$ cat src/rtl/fft_bin_streamer_if.sv
// fft_bin_streamer_if: frame-in / bin-out handshake bundle for fft_bin_streamer.
//   frame_valid_i/frame_ready_o/frame_i : parallel spectrum frame handshake
//   bin_valid_o/bin_ready_i             : one-bin-per-beat stream handshake
//   bin_re_o/bin_im_o/bin_idx_o/bin_last_o : stream payload
// Suffixes are from the streamer's point of view.
// slave modport = streamer view; master modport = producer/consumer environment view.
interface fft_bin_streamer_if #(
  parameter int unsigned POINT_FFT_POW2 = 4,
  parameter int unsigned FRAC_BITS      = 15
);
  localparam int unsigned POINT_FFT = 1 << POINT_FFT_POW2;

  logic                                   frame_valid_i;
  logic                                   frame_ready_o;
  logic [POINT_FFT-1:0][1:0][FRAC_BITS:0] frame_i;
  logic                                   bin_valid_o;
  logic                                   bin_ready_i;
  logic [FRAC_BITS:0]                     bin_re_o;
  logic [FRAC_BITS:0]                     bin_im_o;
  logic [POINT_FFT_POW2-1:0]              bin_idx_o;
  logic                                   bin_last_o;

  modport slave (
    input  frame_valid_i, frame_i, bin_ready_i,
    output frame_ready_o, bin_valid_o, bin_re_o, bin_im_o, bin_idx_o, bin_last_o
  );

  modport master (
    output frame_valid_i, frame_i, bin_ready_i,
    input  frame_ready_o, bin_valid_o, bin_re_o, bin_im_o, bin_idx_o, bin_last_o
  );
endinterface

$ cat src/rtl/fft_bin_streamer.sv
// fft_bin_streamer: captures one parallel FFT spectrum frame and replays it one
// complex bin per beat on a valid/ready stream. The next frame is captured on the
// final beat, so back-to-back frames stream without a bubble.
// Ports:
//   clk_i  : clock, rising edge
//   rst_ni : asynchronous active-low reset
//   bus    : fft_bin_streamer_if.slave (frame handshake in, bin stream out)
// Configuration macro FFT_STREAM_HALF_EN: when defined only bins 0..N/2 are
// stored and streamed; otherwise all N bins are.
module fft_bin_streamer #(
  parameter int unsigned POINT_FFT_POW2 = 4,
  parameter int unsigned FRAC_BITS      = 15
) (
  input  logic                clk_i,
  input  logic                rst_ni,
  fft_bin_streamer_if.slave   bus
);
  localparam int unsigned IW        = POINT_FFT_POW2;
  localparam int unsigned W         = FRAC_BITS + 1;
  localparam int unsigned POINT_FFT = 1 << POINT_FFT_POW2;
`ifdef FFT_STREAM_HALF_EN
  localparam int unsigned LAST      = POINT_FFT / 2;
`else
  localparam int unsigned LAST      = POINT_FFT - 1;
`endif
  localparam int unsigned NREG      = LAST + 1;
  localparam logic [IW-1:0] LAST_IDX = IW'(LAST);

  typedef enum logic {IDLE, STREAM} state_e;
  typedef logic [1:0][W-1:0] bin_t;

  state_e          state_q;
  logic [IW-1:0]   idx_q;
  logic            bin_valid_q;
  logic [W-1:0]    bin_re_q;
  logic [W-1:0]    bin_im_q;
  logic            bin_last_q;
  bin_t            frame_q [NREG];

  logic [IW-1:0]   idx_d;
  logic            beat_c;
  logic            at_last_c;
  logic            frame_ready_c;
  logic            capture_c;

  // Handshake decode; frame_ready is combinational so a new frame can load on the last beat
  always_comb begin
    idx_d         = idx_q + IW'(1);
    beat_c        = bin_valid_q & bus.bin_ready_i;
    at_last_c     = (idx_q == LAST_IDX);
    frame_ready_c = (state_q == IDLE) | (at_last_c & bus.bin_ready_i);
    capture_c     = frame_ready_c & bus.frame_valid_i;
  end

  // FSM, frame store and registered stream outputs
  always_ff @(posedge clk_i or negedge rst_ni) begin
    if (!rst_ni) begin
      state_q     <= IDLE;
      idx_q       <= '0;
      bin_valid_q <= 1'b0;
      bin_re_q    <= '0;
      bin_im_q    <= '0;
      bin_last_q  <= 1'b0;
      for (int unsigned k = 0; k < NREG; k++) frame_q[k] <= '0;
    end else begin
      if (capture_c) begin
        // Bins above LAST are never stored
        for (int unsigned k = 0; k < NREG; k++) frame_q[k] <= bus.frame_i[k];
        state_q     <= STREAM;
        idx_q       <= '0;
        bin_valid_q <= 1'b1;
        bin_re_q    <= bus.frame_i[0][0];
        bin_im_q    <= bus.frame_i[0][1];
        bin_last_q  <= 1'b0;
      end else if (state_q == STREAM && beat_c) begin
        if (at_last_c) begin
          state_q     <= IDLE;
          bin_valid_q <= 1'b0;
          bin_last_q  <= 1'b0;
        end else begin
          idx_q      <= idx_d;
          bin_re_q   <= frame_q[idx_d][0];
          bin_im_q   <= frame_q[idx_d][1];
          bin_last_q <= (idx_d == LAST_IDX);
        end
      end
    end
  end

  assign bus.frame_ready_o = frame_ready_c;
  assign bus.bin_valid_o   = bin_valid_q;
  assign bus.bin_re_o      = bin_re_q;
  assign bus.bin_im_o      = bin_im_q;
  assign bus.bin_idx_o     = idx_q;
  assign bus.bin_last_o    = bin_last_q;
endmodule
$ cat src/flat_wrapper.sv
// flat-port wrapper written by rule: the top's interface ports become plain ports
module fft_bin_streamer_flat 
#(
  parameter int unsigned POINT_FFT_POW2 = 4,
  parameter int unsigned FRAC_BITS      = 15
)
  (clk_i, rst_ni, bus_frame_valid_i, bus_frame_i, bus_bin_ready_i, bus_frame_ready_o, bus_bin_valid_o, bus_bin_re_o, bus_bin_im_o, bus_bin_idx_o, bus_bin_last_o);
  fft_bin_streamer_if #(.POINT_FFT_POW2(POINT_FFT_POW2), .FRAC_BITS(FRAC_BITS)) bus_i ();
  input  logic clk_i;
  input  logic rst_ni;
  input wire logic [$bits(bus_i.frame_valid_i)-1:0] bus_frame_valid_i;
  input wire logic [$bits(bus_i.frame_i)-1:0] bus_frame_i;
  input wire logic [$bits(bus_i.bin_ready_i)-1:0] bus_bin_ready_i;
  output wire logic [$bits(bus_i.frame_ready_o)-1:0] bus_frame_ready_o;
  output wire logic [$bits(bus_i.bin_valid_o)-1:0] bus_bin_valid_o;
  output wire logic [$bits(bus_i.bin_re_o)-1:0] bus_bin_re_o;
  output wire logic [$bits(bus_i.bin_im_o)-1:0] bus_bin_im_o;
  output wire logic [$bits(bus_i.bin_idx_o)-1:0] bus_bin_idx_o;
  output wire logic [$bits(bus_i.bin_last_o)-1:0] bus_bin_last_o;
  assign bus_i.frame_valid_i = bus_frame_valid_i;
  assign bus_i.frame_i = bus_frame_i;
  assign bus_i.bin_ready_i = bus_bin_ready_i;
  assign bus_frame_ready_o = bus_i.frame_ready_o;
  assign bus_bin_valid_o = bus_i.bin_valid_o;
  assign bus_bin_re_o = bus_i.bin_re_o;
  assign bus_bin_im_o = bus_i.bin_im_o;
  assign bus_bin_idx_o = bus_i.bin_idx_o;
  assign bus_bin_last_o = bus_i.bin_last_o;
  fft_bin_streamer #(.POINT_FFT_POW2(POINT_FFT_POW2), .FRAC_BITS(FRAC_BITS)) u_core (.clk_i(clk_i), .rst_ni(rst_ni), .bus(bus_i));
endmodule
$ cat config.mk
export PLATFORM = sky130hd
export DESIGN_NAME = fft_bin_streamer_flat
export DESIGN_NICKNAME = d
export VERILOG_FILES = /design/src/rtl/fft_bin_streamer_if.sv /design/src/rtl/fft_bin_streamer.sv /design/src/flat_wrapper.sv
export SDC_FILE = /design/constraint.sdc
export NUM_CORES = 1
export LEC_CHECK = 0
export CORE_AREA = 2 2 217 219
export CTS_BUF_LIST = sky130_fd_sc_hd__clkbuf_4
export CTS_CLUSTER_DIAMETER = 200
export DETAILED_ROUTE_END_ITERATION = 8
export DIE_AREA = 0 0 219 221
export DONT_BUFFER_PORTS = 1
export GPL_ROUTABILITY_DRIVEN = 0
export PLACE_DENSITY = 0.69
export SLEW_MARGIN = 20
export SYNTH_ARGS = -nofsm -noshare
export SYNTH_HDL_FRONTEND = slang
export SYNTH_SLANG_ARGS = --single-unit
$ cat constraint.sdc
create_clock -name clk_i -period 9.18 [get_ports clk_i]
set_input_delay 2.754 -clock clk_i [delete_from_list [all_inputs] [get_ports clk_i]]
set_output_delay 2.754 -clock clk_i [all_outputs]
set_load 0.005 [all_outputs]
==> impl_metrics.ini <==
[run_status]
status = finished with violations
failed_checks = max-slew violations

[timing]
fmax_mhz = 168
clock_skew_ns = 0.0488
finalSetupViolations = 0
period_share_pct = 64.8
fin_crit_ns = 5.95
fin_ws_ns = 3.23
rsz0062_at_grt = false
maxSlewViolCount = 349
tightest_slew_ns = 2.54
hold_violations = 0
fin_tns_setup_ns = 0
relSlewSlack_pct = -69.6

[die]
dieArea_um2 = 48400
initial_core_util_pct = 53.8
die-width_um = 219
core_area_um2 = 46100
die_h_um = 221
row_count = 79
io_pins = 555

[setup_path]
worst-setup-path-type = in2out
crit_chain = nand4_1, nand2_1
worstReg2RegStart = u_core.bus.bin_idx_o[0]
crit_path_start = bus_bin_ready_i
path_buf_inv = 0
start_kind = primary input
endpoint_kind = output pin
slowest_delay_ns = 0.25
critPathRequiredTime_ns = 6.43
cp_top_family = simple AND/OR/NAND/NOR gates
cp_slowest_cell = nand2_1
arrival_ns = 3.19
crit_fanout = 7

[worst_hold_path]
hold_class = reg2reg
hp-start = u_core.frame_q[297]

[pwr]
power_leakage_nw = 13.8
power_density_nw_per_um2 = 388
peakVddDrop_v = 0.000228

[synth]
synth_seq_cells = 550
synth_top_area_cell = dfrtp_1
synth_area_per_cell_um2 = 9.59
syn_area_um2 = 24800
syn_nets = 3101
synth_area_leaders = dfrtp_1 56%, nand2_1 23%, mux4_2 12%, mux2_2 2.5%, clkbuf_1 1.4%
synth_top_cell_area_share_pct = 55.6
ys_seq_area_share_pct = 55.6
netlist-cell-type-count = 30
syn_inst = 2583
yosys_warnings = 0

[cts]
post_cts_resized = 0
postCtsSetupBuffers = 0
root_buffer = clkbuf_4
h-tree-depth = 4
cts_buffers = 145
cts_tree = done
clk_path_buf_depth = 3
hold_buffers = 0
clk_pin_slew_ns = 0.06
worstSkewPairLatency_ns = 0.98
clkSinkCount = 550

[placed_design]
numPortBuffers = 0
hpwl_mm = 46.6
post-place-ws_ns = 3.22
placed_cells = 3038

[route]
routedWlPerCell_um = 21.2
totalWireLength_mm = 69.8
vias_per_cell = 5.61
firstDrtPassIters = 7
drt_iter0_markers = 1816
detail-route-antenna-nets = 0
route.detailed.drc = 0
routed-via-count = 18500

[grt]
gr-total-overflow = 0
grt_pass1_vias = 19100
antenna_found_initial = 9
grt_max_degree = 551
track_usage_pct = 29.6
grt_first_pass_wirelength_mm = 108

[finish]
instances_no_fill = 3291
fin_nets = 3097
drive_gt1_share_pct = 16.2
fillers = 4075
synthToLayoutAreaGrowth_pct = 8.34

[job]
maxCapViolations = 0
## power breakdown
part           switching (mW)  internal (mW)
combinational            1.95           1.85
clock                    1.02           1.16
sequential              0.757           3.66
total                    3.73           6.68
## layout make-up
class	count	area, um2	share of cell area [%]
clock inverter	33	238	0.886
antenna	7	17.5	0.0653
multi-input combinational	1863	10300	38.3
inverter	4	15.0	0.0559
sequential	550	13800	51.3
tap	607	759	2.83
timing repair buffer	15	183	0.681
clock buffer	212	1590	5.93
## tightest hold or removal path, cell delays in order, from the launching register on
cell and delay, ns:
dfrtp_1 0.34, nand2_1 0.05, nand2_1 0.05
## state kept, by name (all words and copies together) (netlist names)
| signal | flops |
|---|---|
| u_core.frame_q | 512 |
| u_core.bus.bin_im_o | 16 |
| u_core.bus.bin_re_o | 16 |
| u_core.bus.bin_idx_o | 4 |
| u_core.bus.bin_last_o | 1 |
| u_core.state_q | 1 |
## final timing paths
path	to	slack, ns	depth (start not counted)
worst min-delay path	u_core.frame_q[297]	0.47	2
min in group asynchronous	u_core.frame_q[229]	1.49	0
worst max register to register	u_core.bus.bin_re_o[13]	4.74	8
worst min register to register	u_core.frame_q[297]	0.47	2
worst max-delay path	bus_frame_ready_o	3.23	2
max in group asynchronous	u_core.bus.bin_idx_o[0]	5.60	0
## layer usage
layer	GRT usage [%]	up-vias	part of all wire (%)
met1	38.7	9047	40
met3	11.2	173	10
li1	-	8397	-
met4	15.2	6	4.5
met2	43.1	854	45
met5	0	-	0.063
## cells by family (layout without fill, tap and decap cells)
| kind of cell | after synthesis | in the layout | synth area share [%] |
|---|---|---|---|
| flops | 550 | 550 | 55.6 |
| other cells | 0 | 7 | 0 |
| fa+ha+maj | 2 | 2 | 0.101 |
| simple gates | 1588 | 1588 | 24.1 |
| mux | 192 | 192 | 14.5 |
| buf+inv | 170 | 264 | 3.26 |
| compound gates | 79 | 79 | 2.28 |
| xor+xnor | 2 | 2 | 0.131 |
## synthesized netlist by cell type
cell       instances
nand2b_1           1
nor2_1            35
nor2b_1            1
buf_12             2
ha_1               2
mux2_2            55
a21oi_1           35
a32o_1             1
a31oi_1            2
nand4_1            1
inv_1              4
mux4_2           128
xor2_2             1
xnor2_2            1
nand3_1            6
mux2i_1            2
buf_1              2
dfrtp_1          550
a21o_1             2
o21ai_0            6
o2111ai_1          1
mux2_1             7
nand2_1         1543
a222oi_1          29
a21boi_1           1
buf_6              8
clkbuf_1          92
or2_2              1
buf_2             62
a22oi_1            2
## cell usage in the layout, fill, tap and decap left out, types with 2 or more instances in the layout
cell,instances
inv_2,6
diode_2,7
a21oi_1,33
a222oi_1,29
a31oi_1,2
buf_4,10
inv_1,4
bufinv_16,4
buf_12,4
nand2_1,1542
a22oi_1,2
o21ai_0,6
mux2_1,7
clkinvlp_4,2
a21o_1,2
clkbuf_4,212
nand3_1,6
a21oi_4,2
mux4_2,128
mux2_2,55
dfrtp_1,549
mux2i_1,2
clkinv_1,20
nor2_1,34
## stage by stage
step	utilization, %	hold slack, ns	cell area [um2]	total power [mW]
6_report	58.3	0.469	26800	10.4
3_3_place_gp	54.2	0.451	25000	8.05
5_1_grt	58.3	0.489	26800	11.1
3_5_place_dp	54.2	0.456	25000	8.24
2_1_floorplan	-	0.440	24800	7.07
4_1_cts	58.2	0.472	26800	10.5
No activity file was read; power rests on OpenSTA's default activity.
